$ cat config.mk
export PLATFORM = sky130hd
export DESIGN_NAME = free_list
export DESIGN_NICKNAME = d
export VERILOG_FILES = /design/src/rtl/free_list.sv
export SDC_FILE = /design/constraint.sdc
export NUM_CORES = 2
export LEC_CHECK = 0
export BUFFER_PORTS_ARGS = -buffer_cell sky130_fd_sc_hd__buf_2
export CAP_MARGIN = 10
export CORE_AREA = 2 2 363 365
export CTS_CLUSTER_SIZE = 25
export DETAILED_ROUTE_END_ITERATION = 12
export DIE_AREA = 0 0 365 367
export SYNTH_ARGS = -nofsm -noshare
export SYNTH_HDL_FRONTEND = slang
export SYNTH_SLANG_ARGS = --single-unit
$ cat constraint.sdc
create_clock -name clock -period 7.4 [get_ports clock]
set_input_delay 0.74 -clock clock [delete_from_list [all_inputs] [get_ports clock]]
set_output_delay 0.74 -clock clock [all_outputs]
set_load 0.005 [all_outputs]
$ cat src/rtl/free_list.sv
// free_list
//   Circular FIFO of free physical-register tags. It supplies up to two free
//   tags per cycle to rename/dispatch and takes back up to two tags per cycle
//   that the re-order buffer frees at retirement.
//
//   Ports:
//     clock              rising-edge clock
//     reset              synchronous, active-high; reloads tags ARCH_COUNT..
//     id_dispatch_num    tags consumed this cycle (3 behaves as 2)
//     rob_retire_num     retired tags offered this cycle (3 behaves as 2)
//     rob_retire_tag_a   first retired tag, valid when rob_retire_num >= 1
//     rob_retire_tag_b   second retired tag, valid when rob_retire_num == 2
//     fl_pr0             tag at head, NULL_TAG when the list is empty
//     fl_pr1             tag at head+1, NULL_TAG when fewer than two are held
//     fl_cap             min(count, 2)
//     fl_count           number of free tags held
//     fl_empty           count == 0
//     fl_error           sticky underflow/overflow flag, cleared by reset
//
//   All outputs are decoded from registered state only; a tag pushed in one
//   cycle is first visible on fl_pr* in the following cycle.
module free_list #(
    parameter int                  PR_TAG_W   = 7,
    parameter int                  ARCH_COUNT = 32,
    parameter int                  DEPTH      = 95,
    parameter logic [PR_TAG_W-1:0] NULL_TAG   = 7'h7f
) (
    input  logic                clock,
    input  logic                reset,
    input  logic [1:0]          id_dispatch_num,
    input  logic [1:0]          rob_retire_num,
    input  logic [PR_TAG_W-1:0] rob_retire_tag_a,
    input  logic [PR_TAG_W-1:0] rob_retire_tag_b,
    output logic [PR_TAG_W-1:0] fl_pr0,
    output logic [PR_TAG_W-1:0] fl_pr1,
    output logic [1:0]          fl_cap,
    output logic [PR_TAG_W-1:0] fl_count,
    output logic                fl_empty,
    output logic                fl_error
);

    localparam logic [PR_TAG_W-1:0] DEPTH_T = PR_TAG_W'(DEPTH);
    localparam logic [PR_TAG_W-1:0] TWO_T   = PR_TAG_W'(2);

    // Registered state
    logic [PR_TAG_W-1:0] entry [DEPTH];
    logic [PR_TAG_W-1:0] head;
    logic [PR_TAG_W-1:0] tail;
    logic [PR_TAG_W-1:0] count;
    logic                error;

    // Next-state terms
    logic [1:0]          disp_req;
    logic [1:0]          ret_req;
    logic                underflow;
    logic                overflow;
    logic [1:0]          pops;
    logic [1:0]          pushes;
    logic                keep_a;
    logic                keep_b;
    logic [PR_TAG_W-1:0] surv0;
    logic [PR_TAG_W-1:0] surv1;
    logic [1:0]          n_surv;
    logic [PR_TAG_W-1:0] remain;
    logic [PR_TAG_W-1:0] room;
    logic [PR_TAG_W-1:0] head_p1;
    logic [PR_TAG_W-1:0] head_next;
    logic [PR_TAG_W-1:0] tail_p1;
    logic [PR_TAG_W-1:0] tail_next;
    logic [PR_TAG_W-1:0] count_next;

    // Pointer advance with explicit wrap at DEPTH, which is not a power of two.
    function automatic logic [PR_TAG_W-1:0] ptr_add(input logic [PR_TAG_W-1:0] ptr,
                                                     input logic [1:0]          k);
        logic [PR_TAG_W:0] sum;
        sum = {1'b0, ptr} + {{(PR_TAG_W-1){1'b0}}, k};
        if (sum >= {1'b0, DEPTH_T}) begin
            sum = sum - {1'b0, DEPTH_T};
        end
        return sum[PR_TAG_W-1:0];
    endfunction

    always_comb begin
        disp_req = (id_dispatch_num == 2'd3) ? 2'd2 : id_dispatch_num;
        ret_req  = (rob_retire_num == 2'd3) ? 2'd2 : rob_retire_num;

        // Pop only what is actually held; asking for more is an error.
        underflow = PR_TAG_W'(disp_req) > count;
        pops      = underflow ? count[1:0] : disp_req;

        // Null tags are dropped silently; survivors are compacted so that a
        // lone surviving b still lands at tail.
        keep_a = (ret_req != 2'd0) && (rob_retire_tag_a != NULL_TAG);
        keep_b = (ret_req == 2'd2) && (rob_retire_tag_b != NULL_TAG);
        surv0  = keep_a ? rob_retire_tag_a : rob_retire_tag_b;
        surv1  = rob_retire_tag_b;
        n_surv = {1'b0, keep_a} + {1'b0, keep_b};

        // Room is measured after this cycle's pops. When room runs short the
        // later survivor (b) is the one discarded.
        remain   = count - PR_TAG_W'(pops);
        room     = DEPTH_T - remain;
        overflow = PR_TAG_W'(n_surv) > room;
        pushes   = overflow ? room[1:0] : n_surv;

        head_p1    = ptr_add(head, 2'd1);
        head_next  = ptr_add(head, pops);
        tail_p1    = ptr_add(tail, 2'd1);
        tail_next  = ptr_add(tail, pushes);
        count_next = remain + PR_TAG_W'(pushes);
    end

    always_ff @(posedge clock) begin
        if (reset) begin
            for (int i = 0; i < DEPTH; i++) begin
                entry[i] <= PR_TAG_W'(ARCH_COUNT + i);
            end
            head  <= '0;
            tail  <= '0;
            count <= DEPTH_T;
            error <= 1'b0;
        end else begin
            if (pushes != 2'd0) begin
                entry[tail] <= surv0;
            end
            if (pushes == 2'd2) begin
                entry[tail_p1] <= surv1;
            end
            head  <= head_next;
            tail  <= tail_next;
            count <= count_next;
            error <= error | underflow | overflow;
        end
    end

    assign fl_pr0   = (count != '0)    ? entry[head]    : NULL_TAG;
    assign fl_pr1   = (count >= TWO_T) ? entry[head_p1] : NULL_TAG;
    assign fl_cap   = (count >= TWO_T) ? 2'd2 : count[1:0];
    assign fl_count = count;
    assign fl_empty = (count == '0);
    assign fl_error = error;

endmodule

# == Word-level counts from Yosys, hierarchy flattened ==
# Memories as Yosys holds them, arrays and structs flattened. A register that Yosys moved wholly into a read port is not among the register bits.
# Index checks and enable logic that the tools add are counted.
# op_classes
eq_ne,6
muxes,27
magnitude_cmp,7
bitwise,2
shifts,0
addsub,12
n_mul,0
reduce_logical,8
div_mod_pow,0
# op_table
operator,n
2-to-1 mux 7 bit,12
"greater-or-equal comparator 8 x 7 -> 1 bit, second input constant",4
"subtractor 7 bit, second input constant",4
"adder 7 x 1 -> 8 bit, second input constant",2
adder 7 x 2 -> 8 bit,2
> comparator 2 x 7 -> 1 bit,2
"inequality test 7 bit, second input constant",2
OR reduction 7 bit,2
2-to-1 mux 1 bit,10
2-to-1 mux 2 bit,5
"equality test 2 bit, second input constant",4
adder 7 x 2 -> 7 bit,1
"greater-or-equal comparator 7 x 2 -> 1 bit, second input constant",1
zero test 7 bit,1
nonzero test 7 bit,1
subtractor 7 x 2 -> 7 bit,1
"subtractor 7 bit, first input constant",1
nonzero test 2 bit,2
adder 1 x 1 -> 2 bit,1
logical AND 1 bit,2
bitwise OR 1 bit,2
# word_totals
wordCells,67
output_inout_bits,25
mem_bits_ro,0
memories,1
regBits,22
mem_bits_rw,665
latchBits,0
# memory_table
memory,words,word_bits,read_ports,rd_ports_with_merged_regs,write_ports,line,rtl
entry,95,7,2,1,95,46,logic [PR_TAG_W-1:0] entry [DEPTH];

# == Logic depth before layout (Yosys ltp) ==
# logic_depth
depth_word,14
ltp_mapped,27

# == Least setup slack after synthesis ==
# Ideal clock, no wire load.
# synth_timing
path_kind,input port to flip-flop
startpoint,input port id_dispatch_num[1]
endpoint,register tail[5]
stages,22
t_arrival_ns,5.946
required_time_ns,7.272
path_slack_ns,1.327
setup_ns,0.128
cell_sequence,nand2b_1 ha_1 a2111o_1 mux2i_1 ha_1 fa_1 inv_1 ha_1 a21oi_1 or3b_2 a221o_1 mux2i_1 inv_2 ha_1 fa_1 xor2_1 nand2_1 o31a_1 o22ai_1 o31ai_1 xnor2_1 nor2_1
# synth_between
elab_chain_len,11
elab_cells_between_ends,12
# synth_rtl
element,line,rtl
from (decl),30,"input logic [1:0] id_dispatch_num,"
equality test 2 bit,84,disp_req = (id_dispatch_num == 2'd3) ? 2'd2 : id_dispatch_num;
2-to-1 mux 2 bit (*),84,
> comparator 2 x 7 -> 1 bit,88,underflow = PR_TAG_W'(disp_req) > count;
2-to-1 mux 2 bit (*),89,pops = underflow ? count[1:0] : disp_req;
subtractor 7 x 2 -> 7 bit (*),101,remain = count - PR_TAG_W'(pops);
subtractor 7 bit (*),102,room = DEPTH_T - remain;
> comparator 2 x 7 -> 1 bit,103,overflow = PR_TAG_W'(n_surv) > room;
2-to-1 mux 2 bit (*),104,pushes = overflow ? room[1:0] : n_surv;
adder 7 x 2 -> 8 bit (*),76,"sum = {1'b0, ptr} + {{(PR_TAG_W-1){1'b0}}, k};"
subtractor 7 bit or greater-or-equal comparator 8 x 7 -> 1 bit (tied branches),"78, 77",
2-to-1 mux 7 bit (*),77,"if (sum >= {1'b0, DEPTH_T}) begin"
to (signal assigned),130,tail <= tail_next;
to (decl),48,logic [PR_TAG_W-1:0] tail;
# Every way passes the cells marked *; elsewhere a longest branch is shown, timed or not.
# A chain may end at the register's enable or synchronous reset.

# == Worst setup path after layout ==
# layout_timing
startpoint,register head[4]
endpoint,output port fl_pr1[6]
# layout_between
elab_chain_len,5
elab_cells_between_ends,6
# layout_rtl
element,line,rtl
from (decl),47,logic [PR_TAG_W-1:0] head;
from (signal assigned),129,head <= head_next;
adder 7 x 1 -> 8 bit (*),76,
subtractor 7 bit or greater-or-equal comparator 8 x 7 -> 1 bit (tied branches),"78, 77",
2-to-1 mux 7 bit (*),77,
memory read (95 x 7 bit) (*),n/a,
2-to-1 mux 7 bit (*),137,assign fl_pr1 = (count >= TWO_T) ? entry[head_p1] : NULL_TAG;
to (decl),35,"output logic [PR_TAG_W-1:0] fl_pr1,"
# Marks and branches as above.

==> flow_summary.toml <==
[floorplan]
ios = 45
fp.dieH_um = 367
die-area_um2 = 134000
rows = 133
core_um2 = 130500
die_w_um = 365
start_util_pct = 44.50

[timing]
fin_crit_sh_pct = 96.33
fmax_mhz = 140.3
timing_hold_violations_final = 0
maxSlewHeadroom_pct = 10.39
fin_skew_ns = 0.04608
finalCriticalPeriod_ns = 7.128
tns_ns = 0
rsz0062_at_grt = "false"
drv_slew = 0
setup_violations = 0
tightest_slew_ns = 1.344

[route]
dr.pass1.iters = 8
wl_per_cell_um = 37.15
dr_total_vias = 51120
drc = 0
wl_met2_mm = 108.7
drt-total-wl_mm = 257.1
ant_nets = 0
drt_iter0_drc = 9482
wl_met3_mm = 37.06
wl_met1_mm = 91.26
top_layer = "met5"
post_drt_via_cell_ratio = 7.387

[critical_path]
cp-start-kind = "flop"
path_max_fanout = 31
ff2ff_setup_slack_ns = 0.45
crit_required_ns = 6.66
end_kind = "output port"
path_class = "reg -> out"
cp_data_arrival_time_ns = 6.39

[cts]
clock_latency_ns = 0.72
cts_setup_buffers = 0
cts_buffers = 102
cts.path.max_buffers = 3
h-tree-depth = 3
cts_root_buffer = "clkbuf_16"
clk_pin_slew_ns = 0.06
ctsResizeCount = 0
postCtsHoldBufs = 0
clock-sinks = 918
cts_tree = "built"

[logic_synthesis]
yosysSeqAreaShare_pct = 47.10
ys_warn_count = 0
yosysUniqueCellTypes = 80
syn_avg_cell_area_um2 = 10.93
synth.area.top_cells = "edfxtp_1 46%, mux4_2 13%, nor2_1 3.2%"
synth_common_cells = "896 x edfxtp_1, 495 x nor2_1, 437 x nand2_1"
synth_flop_cell = "edfxtp_1"
synth_cells = 5312
yosys.area.top_type = "edfxtp_1"
ys_async_sr_fraction_pct = 0
yosysMostFrequentCell = "edfxtp_1"
synthesis.area_um2 = 58060
synth_edf_count = 896
synth_nets = 5360
synth_top_area_share_pct = 46.34
ys_seq_elements = 918

[global_routing]
grt-ovfl-total = 0
grt_pass1_wl_mm = 358.8
grt.total_usage_pct = 37.62
grt_start_max_net_pins = 168
first_global_vias = 46910
antenna_found_initial = 23

[final_layout]
nNetsFinal = 5116
drive_gt1_share_pct = 15.95
area_growth_pct = 9.098
num-fill-cells = 11840
layout.cells.non_filler = 6921

[place]
io_buffer_count = 44
dp_cells = 6718
place.gp.congestion = 1.015
dp_hpwl_mm = 163.8

[job]
max-cap-violations = 0

[hold_path]
hp-class = "reg -> reg"

[power]
p_leak_nw = 19.68
power_mw = 14.45
vdd_drop_max_mv = 0.2045
power_density_nw_per_um2 = 228.2

[outcome]
status = "completed"
[path summary, 6_finish.rpt]
check / from / to / cells past startpoint
worst min register to register: fl_error$_SDFF_PP0_ / fl_error$_SDFF_PP0_ / 2
worst max-delay path: head[4]$_SDFF_PP0_ / fl_pr1[6] / 12
worst min-delay path: fl_error$_SDFF_PP0_ / fl_error$_SDFF_PP0_ / 2
worst max register to register: fl_count[2]$_SDFF_PP1_ / entry[81][1]$_DFFE_PP_ / 20
[per-stage QoR]
| step | util, % | worst slack [ns] | hold WS [ns] | instance area (µm²) |
|---|---|---|---|---|
| 2_1_floorplan | - | 1.327 | 0.4567 | 58060 |
| 3_3_place_gp | 46.03 | 0.4132 | 0.4832 | 60060 |
| 3_5_place_dp | 46.03 | 0.4166 | 0.4738 | 60060 |
| 4_1_cts | 48.51 | 0.2941 | 0.4850 | 63290 |
| 5_1_grt | 48.53 | 0.1476 | 0.5175 | 63320 |
| 6_report | 48.55 | 0.2718 | 0.4820 | 63340 |
[critical path, cell delays in order, from the launching register on]
cell,delay [ns]
dfxtp_2,0.75
nand3_1,0.36
nor4_2,0.60
o32a_2,0.50
a21oi_1,0.18
and2_2,0.48
buf_12,0.29
nor2_1,0.42
a31oi_1,0.20
o21ai_0,0.79
a21oi_1,0.19
o21ai_0,0.60
buf_2,0.23
[final cells by class]
type                       count  area (µm²)  area share, %
multi-input combinational   3593       27800          43.88
inverter                     229       887.1          1.400
clock inverter                73       624.3         0.9857
clock buffer                 118        2613          4.124
antenna                       11       27.53        0.04346
tap                         1755        2196          3.467
timing repair buffer         224        1837          2.900
sequential                   918       27360          43.20
[per-layer routing]
layer | track usage, % | up-vias
met3 | 11.64 | 1055
met4 | 24.10 | 20
met1 | 49.40 | 25100
met2 | 53.84 | 4507
li1 | - | 20440
met5 | 0 | -
[cells by family after synthesis]
logic type	count (synthesis)	share of synthesized area, %
AO/OA/AOI/OAI	1533	18.40
XOR/XNOR	42	0.6336
adder cells (fa/ha/maj)	28	0.6551
buffers and inverters	801	5.400
flip-flops	918	47.10
multiplexers	504	16.15
AND/OR/NAND/NOR	1486	11.66
[power breakdown]
part | switching [mW] | internal, mW | leakage [nW]
sequential | 0.182 | 5.87 | 7.98
clock | 2.32 | 2.77 | 1.56
combinational | 2.28 | 1.04 | 10.1
[cells in the final DEF (no fill, tap or decap), types with 159 or more instances in the layout]
cell type / instances
edfxtp_1: 896
nor2_1: 492
nand2_1: 436
mux4_2: 343
o21ai_0: 261
a22oi_1: 244
inv_1: 211
a21oi_1: 200
o22ai_1: 170
nor3_1: 159
buf_4: 159
[state kept, by name, summed over array words and instances, names as in the netlist]
signal and cells:
tail 7, entry 896, head 7, fl_count 7
fl_error 1
Note: power is estimated with default switching activity, not from simulation.
